$ cat src/rtl/cache_mem_arbiter_pkg.sv
// rtl/cache_mem_arbiter_pkg.sv - shared types and widths for the cache memory arbiter
// Purpose: state enum, bus widths and the latched request record.
// Ports:   none (package).
package cache_arb_pkg;

  localparam int WORD_W = 32;
  localparam int BE_W   = 4;

  typedef enum logic [1:0] {
    IDLE = 2'd0,
    REQ  = 2'd1,
    WAIT = 2'd2
  } arb_state_t;

  typedef struct packed {
    logic [WORD_W-1:0] addr;
    logic [WORD_W-1:0] wdata;
    logic              we;
    logic [BE_W-1:0]   be;
  } arb_req_t;

endpackage

$ cat src/rtl/cache_mem_arbiter_if.sv
// rtl/cache_mem_arbiter_if.sv - requester and memory bus bundle for the arbiter
// Purpose: groups the per-requester request/response lines and the shared
//          memory port into one bundle.
// Ports:   slave  - arbiter view (requests and memory responses in, grants,
//                   responses and memory request out)
//          master - environment view (the opposite directions)
interface cache_mem_arbiter_if #(
  parameter int NUM_REQ = 2
);
  import cache_arb_pkg::*;

  logic [NUM_REQ-1:0]        req_i;
  logic [NUM_REQ*WORD_W-1:0] addr_i;
  logic [NUM_REQ*WORD_W-1:0] wdata_i;
  logic [NUM_REQ-1:0]        we_i;
  logic [NUM_REQ*BE_W-1:0]   be_i;
  logic [NUM_REQ-1:0]        gnt_o;
  logic [NUM_REQ-1:0]        rvalid_o;
  logic [WORD_W-1:0]         rdata_o;
  logic                      error_o;

  logic                      mem_req_o;
  logic [WORD_W-1:0]         mem_addr_o;
  logic [WORD_W-1:0]         mem_wdata_o;
  logic                      mem_we_o;
  logic [BE_W-1:0]           mem_be_o;
  logic [WORD_W-1:0]         mem_rdata_i;
  logic                      mem_gnt_i;
  logic                      mem_rvalid_i;
  logic                      mem_error_i;

  modport slave (
    input  req_i, addr_i, wdata_i, we_i, be_i,
    output gnt_o, rvalid_o, rdata_o, error_o,
    output mem_req_o, mem_addr_o, mem_wdata_o, mem_we_o, mem_be_o,
    input  mem_rdata_i, mem_gnt_i, mem_rvalid_i, mem_error_i
  );

  modport master (
    output req_i, addr_i, wdata_i, we_i, be_i,
    input  gnt_o, rvalid_o, rdata_o, error_o,
    input  mem_req_o, mem_addr_o, mem_wdata_o, mem_we_o, mem_be_o,
    output mem_rdata_i, mem_gnt_i, mem_rvalid_i, mem_error_i
  );

endinterface

$ cat src/rtl/rr_arbiter.sv
// rtl/rr_arbiter.sv - combinational round-robin picker
// Purpose: selects the first active request at or after the priority pointer.
// Ports:   req       - request vector
//          ptr       - index of the highest-priority requester
//          grant     - one-hot winner, zero when nothing requests
//          grant_idx - binary index of the winner (0 when nothing requests)
module rr_arbiter #(
  parameter int NUM_REQ = 2,
  parameter int IDX_W   = $clog2(NUM_REQ)
) (
  input  logic [NUM_REQ-1:0] req,
  input  logic [IDX_W-1:0]   ptr,
  output logic [NUM_REQ-1:0] grant,
  output logic [IDX_W-1:0]   grant_idx
);

  logic found;
  int   idx;

  always_comb begin
    grant     = '0;
    grant_idx = '0;
    found     = 1'b0;
    idx       = 0;
    // Walk from the pointer, wrapping modulo NUM_REQ; first hit wins.
    for (int k = 0; k < NUM_REQ; k++) begin
      idx = (int'(ptr) + k) % NUM_REQ;
      if (!found && req[IDX_W'(idx)]) begin
        found                = 1'b1;
        grant[IDX_W'(idx)]   = 1'b1;
        grant_idx            = IDX_W'(idx);
      end
    end
  end

endmodule

$ cat src/rtl/cache_mem_arbiter.sv
// rtl/cache_mem_arbiter.sv - round-robin sharing of one req/gnt/rvalid memory port
// Purpose: arbitrates NUM_REQ cache controllers onto a single memory port with
//          one outstanding transaction and a response watchdog.
// Ports:   clk   - clock
//          rst_n - asynchronous active-low reset
//          bus   - requester side (req/addr/wdata/we/be in, gnt/rvalid/rdata/
//                  error out) and memory side (mem_* request out, mem_*
//                  response in)
module cache_mem_arbiter
  import cache_arb_pkg::*;
#(
  parameter int NUM_REQ        = 2,
  parameter int TIMEOUT_CYCLES = 255
) (
  input logic                clk,
  input logic                rst_n,
  cache_mem_arbiter_if.slave bus
);

  localparam int IDX_W = $clog2(NUM_REQ);
  // A zero timeout disables the watchdog; keep the counter at least 1 bit.
  localparam int CNT_W = (TIMEOUT_CYCLES > 0) ? $clog2(TIMEOUT_CYCLES + 1) : 1;

  arb_state_t         state_q, state_d;
  logic [IDX_W-1:0]   owner_q, owner_d;
  logic [IDX_W-1:0]   ptr_q, ptr_d, next_ptr;
  arb_req_t           op_q, op_d, win_op;
  logic [CNT_W-1:0]   cnt_q, cnt_d;
  logic [NUM_REQ-1:0] win_grant;
  logic [IDX_W-1:0]   win_idx;
  logic               expire;

  logic [NUM_REQ-1:0] gnt, rvalid;
  logic [WORD_W-1:0]  rdata;
  logic               error;

  rr_arbiter #(.NUM_REQ(NUM_REQ), .IDX_W(IDX_W)) u_rr (
    .req       (bus.req_i),
    .ptr       (ptr_q),
    .grant     (win_grant),
    .grant_idx (win_idx)
  );

  always_comb begin
    win_op.addr  = bus.addr_i[WORD_W*int'(win_idx) +: WORD_W];
    win_op.wdata = bus.wdata_i[WORD_W*int'(win_idx) +: WORD_W];
    win_op.we    = bus.we_i[win_idx];
    win_op.be    = bus.be_i[BE_W*int'(win_idx) +: BE_W];
  end

  // Priority moves to the requester after the one that just completed.
  assign next_ptr = (owner_q == IDX_W'(NUM_REQ - 1)) ? '0 : owner_q + 1'b1;

  // cnt_q counts WAIT cycles already spent, so this cycle is number cnt_q+1.
  assign expire = (TIMEOUT_CYCLES != 0) && ((int'(cnt_q) + 1) == TIMEOUT_CYCLES);

  always_comb begin
    state_d = state_q;
    owner_d = owner_q;
    ptr_d   = ptr_q;
    op_d    = op_q;
    cnt_d   = cnt_q;
    gnt     = '0;
    rvalid  = '0;
    rdata   = '0;
    error   = 1'b0;
    case (state_q)
      IDLE: begin
        if (|win_grant) begin
          owner_d = win_idx;
          op_d    = win_op;
          state_d = REQ;
        end
      end
      REQ: begin
        if (bus.mem_gnt_i) begin
          gnt[owner_q] = 1'b1;
          if (bus.mem_rvalid_i) begin
            rvalid[owner_q] = 1'b1;
            rdata           = bus.mem_rdata_i;
            error           = bus.mem_error_i;
            ptr_d           = next_ptr;
            state_d         = IDLE;
          end else begin
            cnt_d   = '0;
            state_d = WAIT;
          end
        end
      end
      WAIT: begin
        // A genuine response wins over a watchdog expiry in the same cycle.
        if (bus.mem_rvalid_i) begin
          rvalid[owner_q] = 1'b1;
          rdata           = bus.mem_rdata_i;
          error           = bus.mem_error_i;
          ptr_d           = next_ptr;
          state_d         = IDLE;
        end else if (expire) begin
          rvalid[owner_q] = 1'b1;
          error           = 1'b1;
          ptr_d           = next_ptr;
          state_d         = IDLE;
        end else begin
          cnt_d = cnt_q + 1'b1;
        end
      end
      default: state_d = IDLE;
    endcase
  end

  always_ff @(posedge clk or negedge rst_n) begin
    if (!rst_n) begin
      state_q <= IDLE;
      owner_q <= '0;
      ptr_q   <= '0;
      op_q    <= '0;
      cnt_q   <= '0;
    end else begin
      state_q <= state_d;
      owner_q <= owner_d;
      ptr_q   <= ptr_d;
      op_q    <= op_d;
      cnt_q   <= cnt_d;
    end
  end

  assign bus.gnt_o       = gnt;
  assign bus.rvalid_o    = rvalid;
  assign bus.rdata_o     = rdata;
  assign bus.error_o     = error;
  assign bus.mem_req_o   = (state_q == REQ);
  assign bus.mem_addr_o  = op_q.addr;
  assign bus.mem_wdata_o = op_q.wdata;
  assign bus.mem_we_o    = op_q.we;
  assign bus.mem_be_o    = op_q.be;

endmodule

$ cat src/flat_wrapper.sv
// flat-port wrapper written by rule: the top's interface ports become plain ports
module cache_mem_arbiter_flat import cache_arb_pkg::*;
#(
  parameter int NUM_REQ        = 2,
  parameter int TIMEOUT_CYCLES = 255
)
  (clk, rst_n, bus_req_i, bus_addr_i, bus_wdata_i, bus_we_i, bus_be_i, bus_gnt_o, bus_rvalid_o, bus_rdata_o, bus_error_o, bus_mem_req_o, bus_mem_addr_o, bus_mem_wdata_o, bus_mem_we_o, bus_mem_be_o, bus_mem_rdata_i, bus_mem_gnt_i, bus_mem_rvalid_i, bus_mem_error_i);
  cache_mem_arbiter_if #(.NUM_REQ(NUM_REQ)) bus_i ();
  input logic clk;
  input logic rst_n;
  input wire logic [$bits(bus_i.req_i)-1:0] bus_req_i;
  input wire logic [$bits(bus_i.addr_i)-1:0] bus_addr_i;
  input wire logic [$bits(bus_i.wdata_i)-1:0] bus_wdata_i;
  input wire logic [$bits(bus_i.we_i)-1:0] bus_we_i;
  input wire logic [$bits(bus_i.be_i)-1:0] bus_be_i;
  output wire logic [$bits(bus_i.gnt_o)-1:0] bus_gnt_o;
  output wire logic [$bits(bus_i.rvalid_o)-1:0] bus_rvalid_o;
  output wire logic [$bits(bus_i.rdata_o)-1:0] bus_rdata_o;
  output wire logic [$bits(bus_i.error_o)-1:0] bus_error_o;
  output wire logic [$bits(bus_i.mem_req_o)-1:0] bus_mem_req_o;
  output wire logic [$bits(bus_i.mem_addr_o)-1:0] bus_mem_addr_o;
  output wire logic [$bits(bus_i.mem_wdata_o)-1:0] bus_mem_wdata_o;
  output wire logic [$bits(bus_i.mem_we_o)-1:0] bus_mem_we_o;
  output wire logic [$bits(bus_i.mem_be_o)-1:0] bus_mem_be_o;
  input wire logic [$bits(bus_i.mem_rdata_i)-1:0] bus_mem_rdata_i;
  input wire logic [$bits(bus_i.mem_gnt_i)-1:0] bus_mem_gnt_i;
  input wire logic [$bits(bus_i.mem_rvalid_i)-1:0] bus_mem_rvalid_i;
  input wire logic [$bits(bus_i.mem_error_i)-1:0] bus_mem_error_i;
  assign bus_i.req_i = bus_req_i;
  assign bus_i.addr_i = bus_addr_i;
  assign bus_i.wdata_i = bus_wdata_i;
  assign bus_i.we_i = bus_we_i;
  assign bus_i.be_i = bus_be_i;
  assign bus_gnt_o = bus_i.gnt_o;
  assign bus_rvalid_o = bus_i.rvalid_o;
  assign bus_rdata_o = bus_i.rdata_o;
  assign bus_error_o = bus_i.error_o;
  assign bus_mem_req_o = bus_i.mem_req_o;
  assign bus_mem_addr_o = bus_i.mem_addr_o;
  assign bus_mem_wdata_o = bus_i.mem_wdata_o;
  assign bus_mem_we_o = bus_i.mem_we_o;
  assign bus_mem_be_o = bus_i.mem_be_o;
  assign bus_i.mem_rdata_i = bus_mem_rdata_i;
  assign bus_i.mem_gnt_i = bus_mem_gnt_i;
  assign bus_i.mem_rvalid_i = bus_mem_rvalid_i;
  assign bus_i.mem_error_i = bus_mem_error_i;
  cache_mem_arbiter #(.NUM_REQ(NUM_REQ), .TIMEOUT_CYCLES(TIMEOUT_CYCLES)) u_core (.clk(clk), .rst_n(rst_n), .bus(bus_i));
endmodule
$ cat config.mk
export PLATFORM = sky130hd
export DESIGN_NAME = cache_mem_arbiter_flat
export DESIGN_NICKNAME = d
export VERILOG_FILES = /design/src/rtl/cache_mem_arbiter_pkg.sv /design/src/rtl/cache_mem_arbiter_if.sv /design/src/rtl/rr_arbiter.sv /design/src/rtl/cache_mem_arbiter.sv /design/src/flat_wrapper.sv
export SDC_FILE = /design/constraint.sdc
export NUM_CORES = 1
export LEC_CHECK = 0
export ABC_AREA = 1
export ABC_CLOCK_PERIOD_IN_PS = 1600
export BUFFER_PORTS_ARGS = -buffer_cell sky130_fd_sc_hd__buf_2
export CORE_MARGIN = 2
export CORE_UTILIZATION = 32
export DETAILED_ROUTE_END_ITERATION = 10
export GPL_TIMING_DRIVEN = 0
export PLACE_DENSITY = 0.71
export SETUP_SLACK_MARGIN = 0.4
export SLEW_MARGIN = 5
export SYNTH_ARGS = -nofsm -noshare
export SYNTH_HDL_FRONTEND = slang
export SYNTH_SLANG_ARGS = --single-unit
$ cat constraint.sdc
create_clock -name clk -period 1.6 [get_ports clk]
set_clock_uncertainty 0.1 [all_clocks]
set_input_delay 0.16 -clock clk [delete_from_list [all_inputs] [get_ports clk]]
set_output_delay 0.16 -clock clk [all_outputs]
set_load 0.03 [all_outputs]
==> flow_summary.ini, run 1 <==
[run_status]
status = finished with violations
violations_in_the_final_reports = setup timing

[critical_path]
worstPathRequired_ns = 1.34
critical_path_class = reg -> out
regToRegSetupSlack_ns = -0.69
endpoint_kind = output port
crit-reg2reg-capture = u_core.cnt_q[0]$_DFFE_PN0P_
timing.reg2reg.worst_path_depth = 15
worst_path_largest_cell_delay_ns = 0.44
critical-path-slowest-cell = dfrtp_2
critical_path_endpoint = bus_rvalid_o[0]
cpMostUsedCell = nand2_2
critical_path.cell_chain = ha_4 > nand2_1 > nand2_2 > nor2_2 > nand3_1 > nor2_2 > nand2_2 > buf_6 > nand2_4 > nand4_1 > nand2_2 > buf_6
crit-reg2reg-launch = u_core.cnt_q[1]$_DFFE_PN0P_
critical_path_peak_fanout = 5
crit_path_start_kind = register
timing.critical_path.arrival_ns = 2.05
critical_path.startpoint = u_core.cnt_q[1]$_DFFE_PN0P_

[synth]
syn_area_per_cell_um2 = 7.552
netlist-cell-type-count = 21
synth.cell_area_um2 = 3761
netlist_instances = 498
syn-num-nets = 680
yosys_warnings = 0
ys_seq_area_frac = 0.5389
synth_register_bits = 81

[sta]
slew_violations = 0
final_hold_viol_count = 0
finalCriticalPeriod_ns = 2.305
rsz0062_at_grt = yes
timing.final.crit_share = 1.441
setup_viol = 48
slew-limit-headroom = 0.6337
post-route-worst-setup-slack_ns = -0.7055
max_slew.worst_pin.slew_ns = 0.5494
fmax_mhz = 433.8

[cts]
clockRootBuffer = clkbuf_16
cts_made_buffers = 9
tritoncts = done
clkSinkCount = 81
clkTransAtPathRegs_ns = 0.06
worst_skew_pair.late_latency_ns = 0.33
cts_htree_levels = 3
cts_buffer_depth = 2

[global_routing]
grt_start_max_net_pins = 42
globalRoute.totalOverflow = 0
first_global_vias = 5145
antenna_found_initial = 2
grt.total_usage = 0.2560
wire_length_of_the_first_global_routing_pass_um = 25590

[floorplanning]
core_area_um2 = 11470
initial_utilization = 0.3280
floorplan.die.width_um = 112.4
fp.dieH_um = 112.4
floorplan.die_area_um2 = 12640
design.portCount = 284
fp-row-count = 39

[final_layout]
nNetsFinal = 1028
n_fill_cell = 639
post_route_cells_drive_above_1_share = 0.6404
finalInstanceArea_um2 = 8761
layout.area.seq_um2 = 2031
multiInputGateArea_um2 = 2794
area_growth_pct = 132.9

[detailed_routing]
drc = 0
detailroute.via_count = 5000
route.detailed.wl_per_inst_um = 18.35
ant_nets = 0
drt_pass1_iterations = 4
drt-vias-per-instance = 5.020
routed_wirelength_um = 18270
initialDrtViolationCount = 350

[hold_path]
hp-class = in -> reg

[power_and_ir_drop]
p_total_mw = 15.51
maximum_vdd_ir_drop_mv = 1.474
power.density_nw_per_um2 = 1770
leakage_power_figure_nw = 4.703

[placement]
dpl.hpwl_um = 8683
routabilityCongestion = 0.7867
port_buffers = 213
detailed_place.area_um2 = 5792

[job]
max_cap_viol_count = 0
-- layout by cell type, fill, tap and decap left out, drive strengths merged --
cell type and n:
dfrtp 81, dlygate4sd3 70, clkinv 5, a21oi 2
bufinv 1, nor2 45, a211oi 1, o21ai 2
clkbuf 44, inv 24, nand4 14, nand3 9
ha 5, o21bai 2, nand2 291, buf 255
diode 2
-- how the worst min path moves through the flow --
stage	start	end	slack (ns)	depth (start not counted)
6_report	bus_mem_rvalid_i	u_core.state_q[1]$_DFFE_PN0P_	0.16	4
5_1_grt	bus_mem_rvalid_i	u_core.state_q[1]$_DFFE_PN0P_	0.20	4
4_1_cts	bus_mem_rvalid_i	u_core.state_q[1]$_DFFE_PN0P_	0.15	4
3_5_place_dp	rst_n	u_core.bus.mem_addr_o[30]$_DFFE_PN0P_	0.08	1
3_3_place_gp	bus_addr_i[21]	u_core.bus.mem_addr_o[21]$_DFFE_PN0P_	0.25	3
2_1_floorplan	rst_n	u_core.bus.mem_addr_o[0]$_DFFE_PN0P_	-0.24	0
-- synthesized netlist by cell type --
| master | count | area, µm² |
|---|---|---|
| a211oi_2 | 1 | 12.51 |
| a21oi_1 | 2 | 10.01 |
| buf_4 | 1 | 7.510 |
| buf_6 | 1 | 11.26 |
| clkbuf_1 | 21 | 78.83 |
| clkinv_1 | 1 | 3.750 |
| dfrtp_1 | 81 | 2027 |
| ha_1 | 5 | 62.56 |
| inv_1 | 23 | 86.33 |
| inv_2 | 1 | 3.750 |
| nand2_1 | 285 | 1070 |
| nand2_2 | 3 | 18.77 |
| nand2_4 | 1 | 11.26 |
| nand3_1 | 8 | 40.04 |
| nand3_2 | 1 | 10.01 |
| nand4_1 | 14 | 87.58 |
| nor2_1 | 43 | 161.4 |
| nor2_4 | 2 | 22.52 |
| o21ai_0 | 1 | 5.000 |
| o21ai_4 | 1 | 16.27 |
| o21bai_1 | 2 | 15.01 |
-- sequential cells by signal, summed over array words and instances, names as in the netlist --
signal and count:
u_core.ptr_q 1, u_core.bus.mem_we_o 1, u_core.owner_q 1, u_core.cnt_q 8, u_core.state_q 2, u_core.bus.mem_addr_o 32, u_core.bus.mem_be_o 4, u_core.bus.mem_wdata_o 32
-- worst max-delay path, delay by kind of cell, from the launching register on --
family / cells / cell delay [ns]
AND/OR/NAND/NOR: 9 / 0.83
buffers and inverters: 2 / 0.26
flip-flops: 1 / 0.44
adder cells (fa/ha/maj): 1 / 0.19
-- per-stage QoR --
step	instances	utilization	hold slack, ns	setup TNS, ns	setup WS, ns
after detailed placement	855	0.5051	0.08071	-14.00	-0.5149
after CTS	976	0.7081	0.1494	-19.93	-0.6935
after floorplan	498	-	-0.2356	-3.659	-0.2119
final	996	0.7640	0.1623	-19.96	-0.7055
after global routing	995	0.7638	0.1966	-23.62	-0.8065
after global placement	854	0.5031	0.2529	-36.00	-0.4765
-- repair_timing --
item                                    CTS  global route
buffers inserted                         14            17
resized for setup                       233           180
pin swaps                                45            54
endpoints found under the hold margin   109             0
endpoints found under the setup margin  119           150
gates cloned                             21             1
hold buffers                             70             0
-- layer usage --
| metal | up-vias | GRT usage | wire length [µm] |
|---|---|---|---|
| met5 | - | 0 | 0 |
| met2 | 302 | 0.4811 | 9755 |
| met3 | 60 | 0.07235 | 1361 |
| met4 | 0 | 0.09106 | 624 |
| li1 | 2215 | - | - |
| met1 | 2423 | 0.2724 | 6533 |
-- cell families after synthesis --
| group | Yosys count | share of synthesized area |
|---|---|---|
| adder cells (fa/ha/maj) | 5 | 0.01663 |
| flip-flops | 81 | 0.5389 |
| AO/OA/AOI/OAI | 7 | 0.01563 |
| buffers and inverters | 48 | 0.05090 |
| AND/OR/NAND/NOR | 357 | 0.3779 |
-- power by group --
group | switching (mW) | internal, mW | total, mW
clock | 0.849 | 1.34 | 2.19
combinational | 5.68 | 4.05 | 9.74
sequential | 0.660 | 2.92 | 3.58
total | 7.19 | 8.32 | 15.5
-- final cells by class --
type                       instances  area share
inverter                          25     0.01385
antenna                            2   0.0005713
multi-input combinational        371      0.3189
clock inverter                     3    0.005427
buffer                            23     0.05613
sequential                        81      0.2318
timing repair buffer             333      0.3183
clock buffer                      13     0.03085
tap                              143     0.02042
timing repair inverter             2    0.003713
Power figures use the tool's default switching activity.
==> inputs of run 2 (changes only) <==
--- a/config.mk
+++ b/config.mk
@@ -6,12 +6,11 @@
 export NUM_CORES = 1
 export LEC_CHECK = 0
 export ABC_AREA = 1
-export ABC_CLOCK_PERIOD_IN_PS = 1600
+export ABC_CLOCK_PERIOD_IN_PS = 2070
 export BUFFER_PORTS_ARGS = -buffer_cell sky130_fd_sc_hd__buf_2
 export CORE_MARGIN = 2
 export CORE_UTILIZATION = 32
 export DETAILED_ROUTE_END_ITERATION = 10
-export GPL_TIMING_DRIVEN = 0
 export PLACE_DENSITY = 0.71
 export SETUP_SLACK_MARGIN = 0.4
 export SLEW_MARGIN = 5
==> constraint.sdc (replaced) <==
create_clock -name clk -period 2.07 [get_ports clk]
set_clock_uncertainty 0.1 [all_clocks]
set_input_delay 0.207 -clock clk [delete_from_list [all_inputs] [get_ports clk]]
set_output_delay 0.207 -clock clk [all_outputs]
set_load 0.03 [all_outputs]
==> run 2 against run 1 <==
Net effect:
- critical path type unchanged
- highest routed layer unchanged
- combinational power is 40% lower
- wire length shrank 17%
- die area unchanged
- critical path depth is 1 lower
- via count shrank 8.3%
- register-to-register slack better by 0.56 ns
- sequential power is 27% lower
- final area shrank 14%
- largest power group unchanged
- clock power down 20%
- the flow still finishes with violations (setup timing)
==> flow_summary.ini, run 2 (same netlist as run 1, synthesis figures left out) <==
[run_status]
status = finished with violations
violations_in_the_final_reports = setup timing

[floorplanning]
floorplan.die_area_um2 = 12640
floorplan.die.width_um = 112.4
fp.dieH_um = 112.4
initial_utilization = 0.3280
fp-row-count = 39
core_area_um2 = 11470
design.portCount = 284

[placement]
placedCellCount = 849
routabilityCongestion = 0.7816
detailed_place.area_um2 = 5406
dpl.hpwl_um = 7889
port_buffers = 213

[global_routing]
grt.total_usage = 0.2344
wire_length_of_the_first_global_routing_pass_um = 23430
grt_start_max_net_pins = 43
globalRoute.totalOverflow = 0
first_global_vias = 4722
antenna_found_initial = 0

[critical_path]
critical_path.cell_chain = buf_4 > nand3_2 > nand2_1 > nand2_1 > nand3_2 > nor2_4 > nand2_2 > nand2_2 > nand4_1 > nand2_2 > buf_6
crit_path_start_kind = register
timing.reg2reg.worst_path_depth = 13
path_buf_inv = 2
worst_path_largest_cell_delay_ns = 0.45
crit-reg2reg-launch = u_core.cnt_q[0]$_DFFE_PN0P_
worst-path-stages = 11
critical_path.startpoint = u_core.cnt_q[0]$_DFFE_PN0P_
critical_path_peak_fanout = 4
timing.critical_path.arrival_ns = 1.98
worst_path_dominant_cell_family = simple AND/OR/NAND/NOR gates
worstPathRequired_ns = 1.76
endpoint_kind = output port
critical-path-slowest-cell = dfrtp_2
critical_path_class = reg -> out
cpMostUsedCell = nand2_2

[final_layout]
finalInstanceArea_um2 = 7517
post_route_cells_drive_above_1_share = 0.4484
layout.area.seq_um2 = 2029
area_growth_pct = 99.87
n_antenna_cell = 0
n_fill_cell = 832
multiInputGateArea_um2 = 2028
nNetsFinal = 1011
layout.cells.most_common_list = nand2_1, buf_2, dfrtp_1
final-instance-count-excl-fill = 977
most_frequent_standard_cell_in_the_layout_excluding_fill_and_tap_cells = nand2_1

[sta]
max_slew.worst_pin.slew_ns = 0.5108
fmax_mhz = 438.0
setup_viol = 43
rsz0062_at_grt = yes
slew_violations = 0
setup_tns_ns = -3.969
slew-limit-headroom = 0.6594
timing.final.crit_share = 1.103
post-route-worst-setup-slack_ns = -0.2131
final_hold_viol_count = 0
finalCriticalPeriod_ns = 2.283

[hold_path]
min-delay-start = bus_addr_i[15]
hold_path_depth = 3
hp-class = in -> reg

[detailed_routing]
drt_pass1_iterations = 4
detailroute.via_count = 4583
routed_wirelength_um = 15240
drc = 0
initialDrtViolationCount = 164
ant_nets = 0
drt-vias-per-instance = 4.691
route.detailed.wl_per_inst_um = 15.60

[cts]
cts_made_buffers = 9
worst_skew_pair.late_latency_ns = 0.33
cts_htree_levels = 3
cts_buffer_depth = 2
clkSinkCount = 81
clockRootBuffer = clkbuf_16
clkTransAtPathRegs_ns = 0.06
tritoncts = done

[job]
max_cap_viol_count = 0

[power_and_ir_drop]
power.density_nw_per_um2 = 1356
leakage_power_figure_nw = 3.920
p_total_mw = 10.19
maximum_vdd_ir_drop_mv = 0.8027
[run 2: cell types whose count changed in the layout (fill, tap and decap cells not counted), moves of 7 or more]
cell,delta
buf_2,+33
nand2_4,-78
nand2_1,+154
buf_8,-9
nand2_2,-78
buf_16,+9
buf_12,+7
clkbuf_16,-25
buf_4,-20
[run 2: repair_timing]
action / 4_1_cts / 5_1_grt
gates cloned: 7 / 1
endpoints found under the setup margin: 48 / 50
endpoints found under the hold margin: 102 / 0
pin swaps: 30 / 38
gates resized for setup: 132 / 21
setup buffers: 31 / 5
hold buffers: 68 / 0
[run 2: cell type report]
class                   instances  area share
repair buffers                343      0.3793
flip-flops and latches         81      0.2700
multi-input cells             369      0.2698
clock buffers                  11     0.03229
well taps                     143     0.02380
inverters                      25     0.01348
clock inverters                 5     0.01132
[run 2: power by group]
part	internal (mW)	leakage (nW)	switching (mW)
Clock	1.10	0.157	0.654
Combinational	2.23	2.74	3.58
Sequential	2.25	1.02	0.375
[run 2: routing by layer]
layer	wire, µm	vias to the layer above	global-route usage
met5	0	-	0
li1	-	2176	-
met2	7738	223	0.4213
met1	5471	2120	0.2548
met3	991	64	0.05292
met4	1040	0	0.1301
[run 2: worst register-to-register path, cell delays in order (launching register included)]
cell	delay (ns)
dfrtp_2	0.45
buf_4	0.16
nand3_2	0.10
nand2_1	0.06
nand2_1	0.14
nand3_2	0.12
nor2_4	0.12
nand2_2	0.07
buf_4	0.13
buf_4	0.13
buf_6	0.12
o21ai_4	0.27
nand2_1	0.10
nand2_1	0.07
[run 2: path summary, 6_finish.rpt]
kind,endpoint,slack [ns]
max,bus_rvalid_o[1],-0.21
min,u_core.bus.mem_addr_o[15]$_DFFE_PN0P_,0.005
max reg2reg,u_core.cnt_q[3]$_DFFE_PN0P_,-0.13
min reg2reg,u_core.bus.mem_addr_o[3]$_DFFE_PN0P_,0.37
max in group asynchronous,u_core.bus.mem_wdata_o[11]$_DFFE_PN0P_,1.00
min in group asynchronous,u_core.bus.mem_wdata_o[23]$_DFFE_PN0P_,0.29
[run 2: per-stage QoR]
stage	hold WS, ns	utilization	setup WS, ns
final	0.004693	0.6555	-0.2131
after global routing	0.001086	0.6555	-0.3479
after CTS	0.002814	0.6432	-0.1435
after detailed placement	0.1142	0.4715	0.08804
after global placement	0.1111	0.4715	0.09745
after floorplan	-0.1886	-	0.2107
